## config.mk

```make
export PLATFORM = sky130hd
export DESIGN_NAME = hazard_ctrl
export DESIGN_NICKNAME = d
export VERILOG_FILES = /design/src/rtl/hazard_ctrl_pkg.sv /design/src/rtl/hazard_ctrl_fwd.sv /design/src/rtl/hazard_ctrl.sv
export SDC_FILE = /design/constraint.sdc
export NUM_CORES = 1
export LEC_CHECK = 0
export ABC_CLOCK_PERIOD_IN_PS = 3240
export BUFFER_PORTS_ARGS = -buffer_cell sky130_fd_sc_hd__buf_2
export CORE_MARGIN = 8
export CORE_UTILIZATION = 30
export CTS_BUF_LIST = sky130_fd_sc_hd__clkbuf_4
export DETAILED_ROUTE_END_ITERATION = 8
export MAX_ROUTING_LAYER = met4
export PLACE_DENSITY_LB_ADDON = 0.15
export SLEW_MARGIN = 10
export SYNTH_ARGS = -nofsm -noshare
export SYNTH_HDL_FRONTEND = slang
export SYNTH_SLANG_ARGS = --single-unit
```

## constraint.sdc

```tcl
create_clock -name clk -period 3.24 [get_ports clk]
set_input_delay 0 -clock clk [delete_from_list [all_inputs] [get_ports clk]]
set_output_delay 0 -clock clk [all_outputs]
set_load 0.02 [all_outputs]
```

## src/rtl/hazard_ctrl_pkg.sv

```systemverilog
// Shared pipeline types for the hazard controller.
//   creg_addr_t : 5-bit architectural register index
//   md_state_t  : mul/div sequencer states
//   fwd_sel_t   : execute-stage operand source select
//   regMatch    : source/destination compare that never matches x0
package pipes;

  typedef logic [4:0] creg_addr_t;

  typedef enum logic [1:0] {
    IDLE = 2'd0,
    BUSY = 2'd1,
    DONE = 2'd2
  } md_state_t;

  typedef enum logic [1:0] {
    FWD_REG = 2'd0,
    FWD_M   = 2'd1,
    FWD_W   = 2'd2
  } fwd_sel_t;

  function automatic logic regMatch(input creg_addr_t src, input creg_addr_t dst);
    return (src != '0) && (src == dst);
  endfunction

endpackage

```

## src/rtl/hazard_ctrl_fwd.sv

```systemverilog
// Forwarding select logic for decode (branch compare) and execute operands.
//   in : raD1/raD2 decode sources, raE1/raE2 execute sources,
//        rdM/rdW destinations with their write/load qualifiers
//   out: forwardaD/forwardbD (take aluoutM in decode),
//        forwardaE/forwardbE (reg / M / W select)
module fwd_unit
  import pipes::*;
(
  input  creg_addr_t raD1,
  input  creg_addr_t raD2,
  input  creg_addr_t raE1,
  input  creg_addr_t raE2,
  input  creg_addr_t rdM,
  input  creg_addr_t rdW,
  input  logic       regwriteM,
  input  logic       memreadM,
  input  logic       regwriteW,
  output logic       forwardaD,
  output logic       forwardbD,
  output fwd_sel_t   forwardaE,
  output fwd_sel_t   forwardbE
);

  // A load in M has no data yet, so decode can only take a plain ALU result.
  assign forwardaD = regwriteM && !memreadM && regMatch(raD1, rdM);
  assign forwardbD = regwriteM && !memreadM && regMatch(raD2, rdM);

  // M is the younger producer, so it wins over W.
  always_comb begin
    forwardaE = FWD_REG;
    if (regwriteM && regMatch(raE1, rdM))      forwardaE = FWD_M;
    else if (regwriteW && regMatch(raE1, rdW)) forwardaE = FWD_W;
  end

  always_comb begin
    forwardbE = FWD_REG;
    if (regwriteM && regMatch(raE2, rdM))      forwardbE = FWD_M;
    else if (regwriteW && regMatch(raE2, rdW)) forwardbE = FWD_W;
  end

endmodule

```

## src/rtl/hazard_ctrl.sv

```systemverilog
// Pipeline hazard controller: load-use / branch interlocks, memory-busy
// stalls, taken-branch flush and a mul/div latency sequencer.
//   in : clk, reset (async, active high), decode/execute/mem/wb register
//        indices and class flags, i_busy/d_busy memory status
//   out: stallF..stallM, flushD..flushW, forwarding selects, md_done
//
// state | meaning
// IDLE  | no multi-cycle op in flight
// BUSY  | mul/div executing, counter running down to zero
// DONE  | result ready, md_done high, execute released
module hazard_ctrl
  import pipes::*;
#(
  parameter int MD_LAT = 8
)
(
  input  logic       clk,
  input  logic       reset,
  input  creg_addr_t raD1,
  input  creg_addr_t raD2,
  input  logic       branchD,
  input  logic       jumprD,
  input  logic       pcSrcD,
  input  creg_addr_t raE1,
  input  creg_addr_t raE2,
  input  creg_addr_t rdE,
  input  logic       regwriteE,
  input  logic       memreadE,
  input  logic       mdstartE,
  input  creg_addr_t rdM,
  input  creg_addr_t rdW,
  input  logic       regwriteM,
  input  logic       memreadM,
  input  logic       regwriteW,
  input  logic       i_busy,
  input  logic       d_busy,
  output logic       stallF,
  output logic       stallD,
  output logic       stallE,
  output logic       stallM,
  output logic       flushD,
  output logic       flushE,
  output logic       flushM,
  output logic       flushW,
  output logic       forwardaD,
  output logic       forwardbD,
  output fwd_sel_t   forwardaE,
  output fwd_sel_t   forwardbE,
  output logic       md_done
);

  localparam int CW = $clog2(MD_LAT);
  localparam logic [CW-1:0] CNT_LOAD = CW'(MD_LAT - 1);

  md_state_t     state, stateNext;
  logic [CW-1:0] cnt, cntNext;
  logic          loadUse, branchHaz, hazStall, mdBusy;
  logic          fwdAD, fwdBD;
  fwd_sel_t      fwdAE, fwdBE;

  fwd_unit uFwd (
    .raD1      (raD1),
    .raD2      (raD2),
    .raE1      (raE1),
    .raE2      (raE2),
    .rdM       (rdM),
    .rdW       (rdW),
    .regwriteM (regwriteM),
    .memreadM  (memreadM),
    .regwriteW (regwriteW),
    .forwardaD (fwdAD),
    .forwardbD (fwdBD),
    .forwardaE (fwdAE),
    .forwardbE (fwdBE)
  );

  // Outputs are forced to their idle values for the whole time reset is high.
  assign forwardaD = !reset && fwdAD;
  assign forwardbD = !reset && fwdBD;
  assign forwardaE = reset ? FWD_REG : fwdAE;
  assign forwardbE = reset ? FWD_REG : fwdBE;

  always_ff @(posedge clk or posedge reset) begin
    if (reset) begin
      state <= IDLE;
      cnt   <= '0;
    end else begin
      state <= stateNext;
      cnt   <= cntNext;
    end
  end

  // The counter runs regardless of d_busy so the op latency stays fixed.
  always_comb begin
    stateNext = state;
    cntNext   = cnt;
    case (state)
      IDLE: if (mdstartE && !d_busy) begin
        stateNext = BUSY;
        cntNext   = CNT_LOAD;
      end
      BUSY: if (cnt == '0) stateNext = DONE;
            else           cntNext   = cnt - 1'b1;
      DONE: if (!d_busy) stateNext = IDLE;
      default: stateNext = IDLE;
    endcase
  end

  assign md_done = !reset && (state == DONE);
  assign mdBusy  = (state == BUSY);

  assign loadUse = memreadE && regwriteE &&
                   (regMatch(raD1, rdE) || regMatch(raD2, rdE));

  assign branchHaz = (branchD || jumprD) &&
                     ((regwriteE && (regMatch(raD1, rdE) || regMatch(raD2, rdE))) ||
                      (memreadM  && (regMatch(raD1, rdM) || regMatch(raD2, rdM))));

  assign hazStall = loadUse || branchHaz;

  always_comb begin
    stallF = 1'b0;
    stallD = 1'b0;
    stallE = 1'b0;
    stallM = 1'b0;
    flushD = 1'b0;
    flushE = 1'b0;
    flushM = 1'b0;
    flushW = 1'b0;
    if (!reset) begin
      if (d_busy) begin
        stallF = 1'b1;
        stallD = 1'b1;
        stallE = 1'b1;
        stallM = 1'b1;
        flushW = 1'b1;
      end else begin
        stallD = hazStall || mdBusy;
        stallF = stallD || i_busy;
        stallE = mdBusy;
        // Never inject a bubble into E while it is holding the mul/div op.
        flushE = hazStall && !mdBusy;
        flushM = mdBusy;
        flushD = !stallD && (pcSrcD || i_busy);
      end
    end
  end

endmodule

```

==> results.md <==
- The run finished with clean final reports.
- In this run the worst setup path terminates at stallF.
- The later pin in the worst-skew pair is clocked with a latency of roughly 0.24 ns.
- Pin placement for this block handled 63 I/O pins.
- The reported net switching power is between 0.00015 and 0.0002 W.
- From left edge to right edge, the die measures between 70 and 80 um.
- The detail-routed via count per cell is between 4 and 5.
- The smallest clock period supported by the final layout is computed as between 1.5 and 2 ns.
- From synthesis to final layout, the design area changed by 41.4%.
- After synthesis the netlist holds a flip-flop and latch count of 5.
- Headroom to the max-slew limit came out at 0.711.
- The total number of vias is just over 1000.
- The sequential element share of the synthesized area is 0.139.
- The maximum clock path buffer count is 2.
- The cell chosen for the clock root is sky130_fd_sc_hd__clkbuf_4.
- The share of total power dissipated in combinational logic is 0.557.
- The number of standard cells in the final layout excluding fillers is about 210.
- TritonCTS built the clock tree.
- The synthesized area per cell is between 7 and 8 sq um.
- The startpoint of the worst setup timing path is state[0].
- The max-slew violation count was 0.
- Of the available clock period, the critical path in the final layout requires 0.497.
- At the end of routability-driven placement, the weighted congestion stood at 0.784.
- The sequential cell fraction of total power is 0.249.
- The site row count is 20.
- The routed length per placed instance is 13.3 um.
- The setup slack on the worst flop-to-flop path is around 1.7 ns.
- The net count after synthesis is approximately 170.
- The required time at the endpoint of the critical path is roughly 3.2 ns.
- The library cell with the largest summed area after synthesis is sky130_fd_sc_hd__xnor2_1.
- The max-capacitance violation count is 0.
- The hold slack is between 0.06 and 0.07 ns.
- STA classifies the critical path endpoint as an output pin.
- For this run, design rule violations remaining after detail routing come to 0.
- The path class of the tightest hold or removal check is in -> reg.
- The residual antenna-violating net count after detailed routing is 0.
- Setup repair after global routing left no endpoint under its margin.
- The count of placed standard cells including taps is 206.
- After routing the design area is between 1000 and 1500 sq um.
- The leakage component of the power is between 0.5 and 0.6 nW.
- Clock-pin slew was measured on the worst setup and hold paths at about 0.04 ns.
- The die covers approximately 5000 sq um.
- The worst reg-to-reg path cell count is 8.
- The sum of negative setup slack is 0 ns.
- The global-route usage over all layers is 0.114.
- The total of buffers placed on input and output ports is 62.
- Of the post-synthesis cell area, the dominant cell type holds 0.272.
- The switching share of power is 0.397.
- The core region is slightly below 3000 sq um.
- Derived from the worst setup path, the maximum achievable clock frequency is around 620 MHz.
- After the last flow step, the layout net total stands at 229.
- The final standard cell utilization of the core is 0.431.
- After global routing the overflow that remains totals 0.
- Of the total power, the clock network draws 0.195.
- The number of search-and-repair iterations in the first detailed-routing pass is 4.
- The total number of H-tree levels is 1.
- The origin of the critical flop-to-flop path is cnt[0].
- 0 antenna diodes ended up in the layout.
- The count of synthesis-stage warnings from yosys is 0.
- The worst-case IR drop observed on VDD is 0.112 mV.
- The number of setup buffers added after CTS is 0.
- The worst endpoint data arrival time is ~1.6 ns.
- CTS saw 5 sinks.
- The setup path with the least slack is of type reg -> out.
- The detailed placer's ending HPWL is 2600 um.
- The nature of the critical path startpoint is a flop.
- The area of placed instances is 1230 sq um.
- The total internal power is 0.000242 W.
- Synthesis handed over a netlist of ~120 instances.
- The combined area of all synthesized cells is 901 sq um.
- The number of buffers created by CTS is 3.
- The ratio of cells with drive above 1 in the final layout is 0.388.
- For this block, the initial DRC count from the detailed router was 26.
- The initial core utilization is 0.305.
- The hold violation count in the final report came to 0.
- By area the synthesized netlist is led by sky130_fd_sc_hd__xnor2_1, sky130_fd_sc_hd__dfrtp_1, sky130_fd_sc_hd__xor2_1.
- The final wirelength is ~2800 um.
- The via count of the first global-routing pass is roughly 1100.
- Setup violations remaining at the end of the flow were counted as 0.
- The first global-routing pass estimated around 4700 um of wire.
- The die is a little over 70 um tall.
- For the final database, setup skew stands at between 0.0015 and 0.002 ns.
- For this design the ratio of total power to cell area is around 320 nW/um^2.
- The transition at the pin with the smallest max-transition slack is between 0.4 and 0.5 ns.
- Entering global routing, the biggest net connects 10 pins.
- The initial antenna violation count is 0.
- After synthesis, the netlist uses 29 different library cells.
- The endpoint identified for the worst register-to-register timing path is cnt[0].
- Along the worst path, the maximum fanout reaches 6.
## what timing repair did
action	CTS	global route
hold buffers	1	0
hold endpoints to repair	5	0
resized for setup	0	0
## cell type report
cell class	count	area, sq um
inverters	6	22.5
well taps	33	41.3
clock buffers	4	30.0
repair buffers	63	320
multi-input cells	100	734
fillers	326	1680
flip-flops and latches	5	125
## cell usage after synthesis
cell / n
sky130_fd_sc_hd__a211oi_1: 1
sky130_fd_sc_hd__and2_1: 3
sky130_fd_sc_hd__nor2_1: 10
sky130_fd_sc_hd__dfrtp_1: 5
sky130_fd_sc_hd__a21oi_1: 1
sky130_fd_sc_hd__a22o_1: 1
sky130_fd_sc_hd__nand2_1: 2
sky130_fd_sc_hd__xnor2_1: 28
sky130_fd_sc_hd__nor3b_1: 2
sky130_fd_sc_hd__a31oi_1: 4
sky130_fd_sc_hd__nor2b_1: 4
sky130_fd_sc_hd__and3_1: 2
sky130_fd_sc_hd__clkbuf_1: 3
sky130_fd_sc_hd__nand4_1: 4
sky130_fd_sc_hd__or4_1: 3
sky130_fd_sc_hd__o21a_1: 1
sky130_fd_sc_hd__xor2_1: 12
sky130_fd_sc_hd__o21ai_0: 1
sky130_fd_sc_hd__buf_4: 1
sky130_fd_sc_hd__and4b_1: 1
sky130_fd_sc_hd__nand3_1: 5
sky130_fd_sc_hd__o21ai_1: 1
sky130_fd_sc_hd__o31a_1: 1
sky130_fd_sc_hd__nor2_4: 1
sky130_fd_sc_hd__o221ai_2: 1
sky130_fd_sc_hd__ha_1: 2
sky130_fd_sc_hd__inv_1: 6
sky130_fd_sc_hd__nor4_1: 8
sky130_fd_sc_hd__or4_4: 1
## routing by layer
layer,track usage,wire length (um),vias to the layer above
met5,-,0,-
met4,0.0300,0,0
met3,0.0480,197,0
met2,0.195,1420,39
met1,0.119,1190,455
li1,-,-,527
## worst min path at each step
| stage | startpoint | endpoint | slack (ns) | cells past startpoint |
|---|---|---|---|---|
| 3_3_place_gp | reset | cnt[1] | 0.03 | 2 |
| 2_1_floorplan | reset | cnt[0] | -0.005 | 2 |
| 6_report | d_busy | state[1] | 0.06 | 2 |
| 4_1_cts | d_busy | state[1] | 0.06 | 2 |
| 3_5_place_dp | reset | cnt[1] | 0.04 | 2 |
| 5_1_grt | d_busy | state[1] | 0.06 | 2 |
## power by group through the flow
stage                     Clock (W)  Combinational [W]  Sequential [W]
after CTS                 0.0000817           0.000228       0.0000995
after detailed placement          0           0.000226        0.000100
after floorplan                   0           0.000145       0.0000971
after global routing      0.0000885           0.000255        0.000102
after global placement            0           0.000217       0.0000994
final                     0.0000782           0.000223       0.0000998
## cells in the final DEF, fill, tap and decap left out, drive strengths merged
| master | n |
|---|---|
| dlygate4sd3 | 1 |
| and3 | 2 |
| inv | 6 |
| nand4 | 4 |
| a31oi | 4 |
| o21ai | 2 |
| a21oi | 1 |
| nor2 | 11 |
| xor2 | 12 |
| a211oi | 1 |
| nor2b | 4 |
| xnor2 | 28 |
| nand3 | 5 |
| and4b | 1 |
| nand2 | 2 |
| buf | 62 |
| o31a | 1 |
| o221ai | 1 |
| nor3b | 2 |
| a22o | 1 |
| dfrtp | 5 |
| clkbuf | 4 |
| and2 | 3 |
| or4 | 4 |
| o21a | 1 |
| nor4 | 8 |
| ha | 2 |
## stage by stage
| step | setup slack (ns) | total power [W] |
|---|---|---|
| after CTS | 1.61 | 0.000409 |
| after detailed placement | 1.69 | 0.000326 |
| after global routing | 1.42 | 0.000446 |
| after floorplan | 1.76 | 0.000242 |
| after global placement | 1.73 | 0.000316 |
| final | 1.63 | 0.000401 |
## kinds of logic after synthesis
kind of cell | Yosys count | synth area share
xor+xnor | 40 | 0.389
fa+ha+maj | 2 | 0.0278
buf+inv | 10 | 0.0458
compound gates | 12 | 0.0972
flops | 5 | 0.139
simple gates | 46 | 0.301
## sequential cells by signal, summed over array words and instances, names as in the netlist
| name | cells |
|---|---|
| state | 2 |
| cnt | 3 |
## worst max-delay path: stages (launching register included)
cell	delay (ns)
sky130_fd_sc_hd__dfrtp_1	0.37
sky130_fd_sc_hd__nor2b_1	0.36
sky130_fd_sc_hd__nor2_1	0.15
sky130_fd_sc_hd__inv_1	0.10
sky130_fd_sc_hd__nor2_1	0.04
sky130_fd_sc_hd__a31oi_1	0.16
sky130_fd_sc_hd__buf_2	0.19
Power figures use the tool's default switching activity.
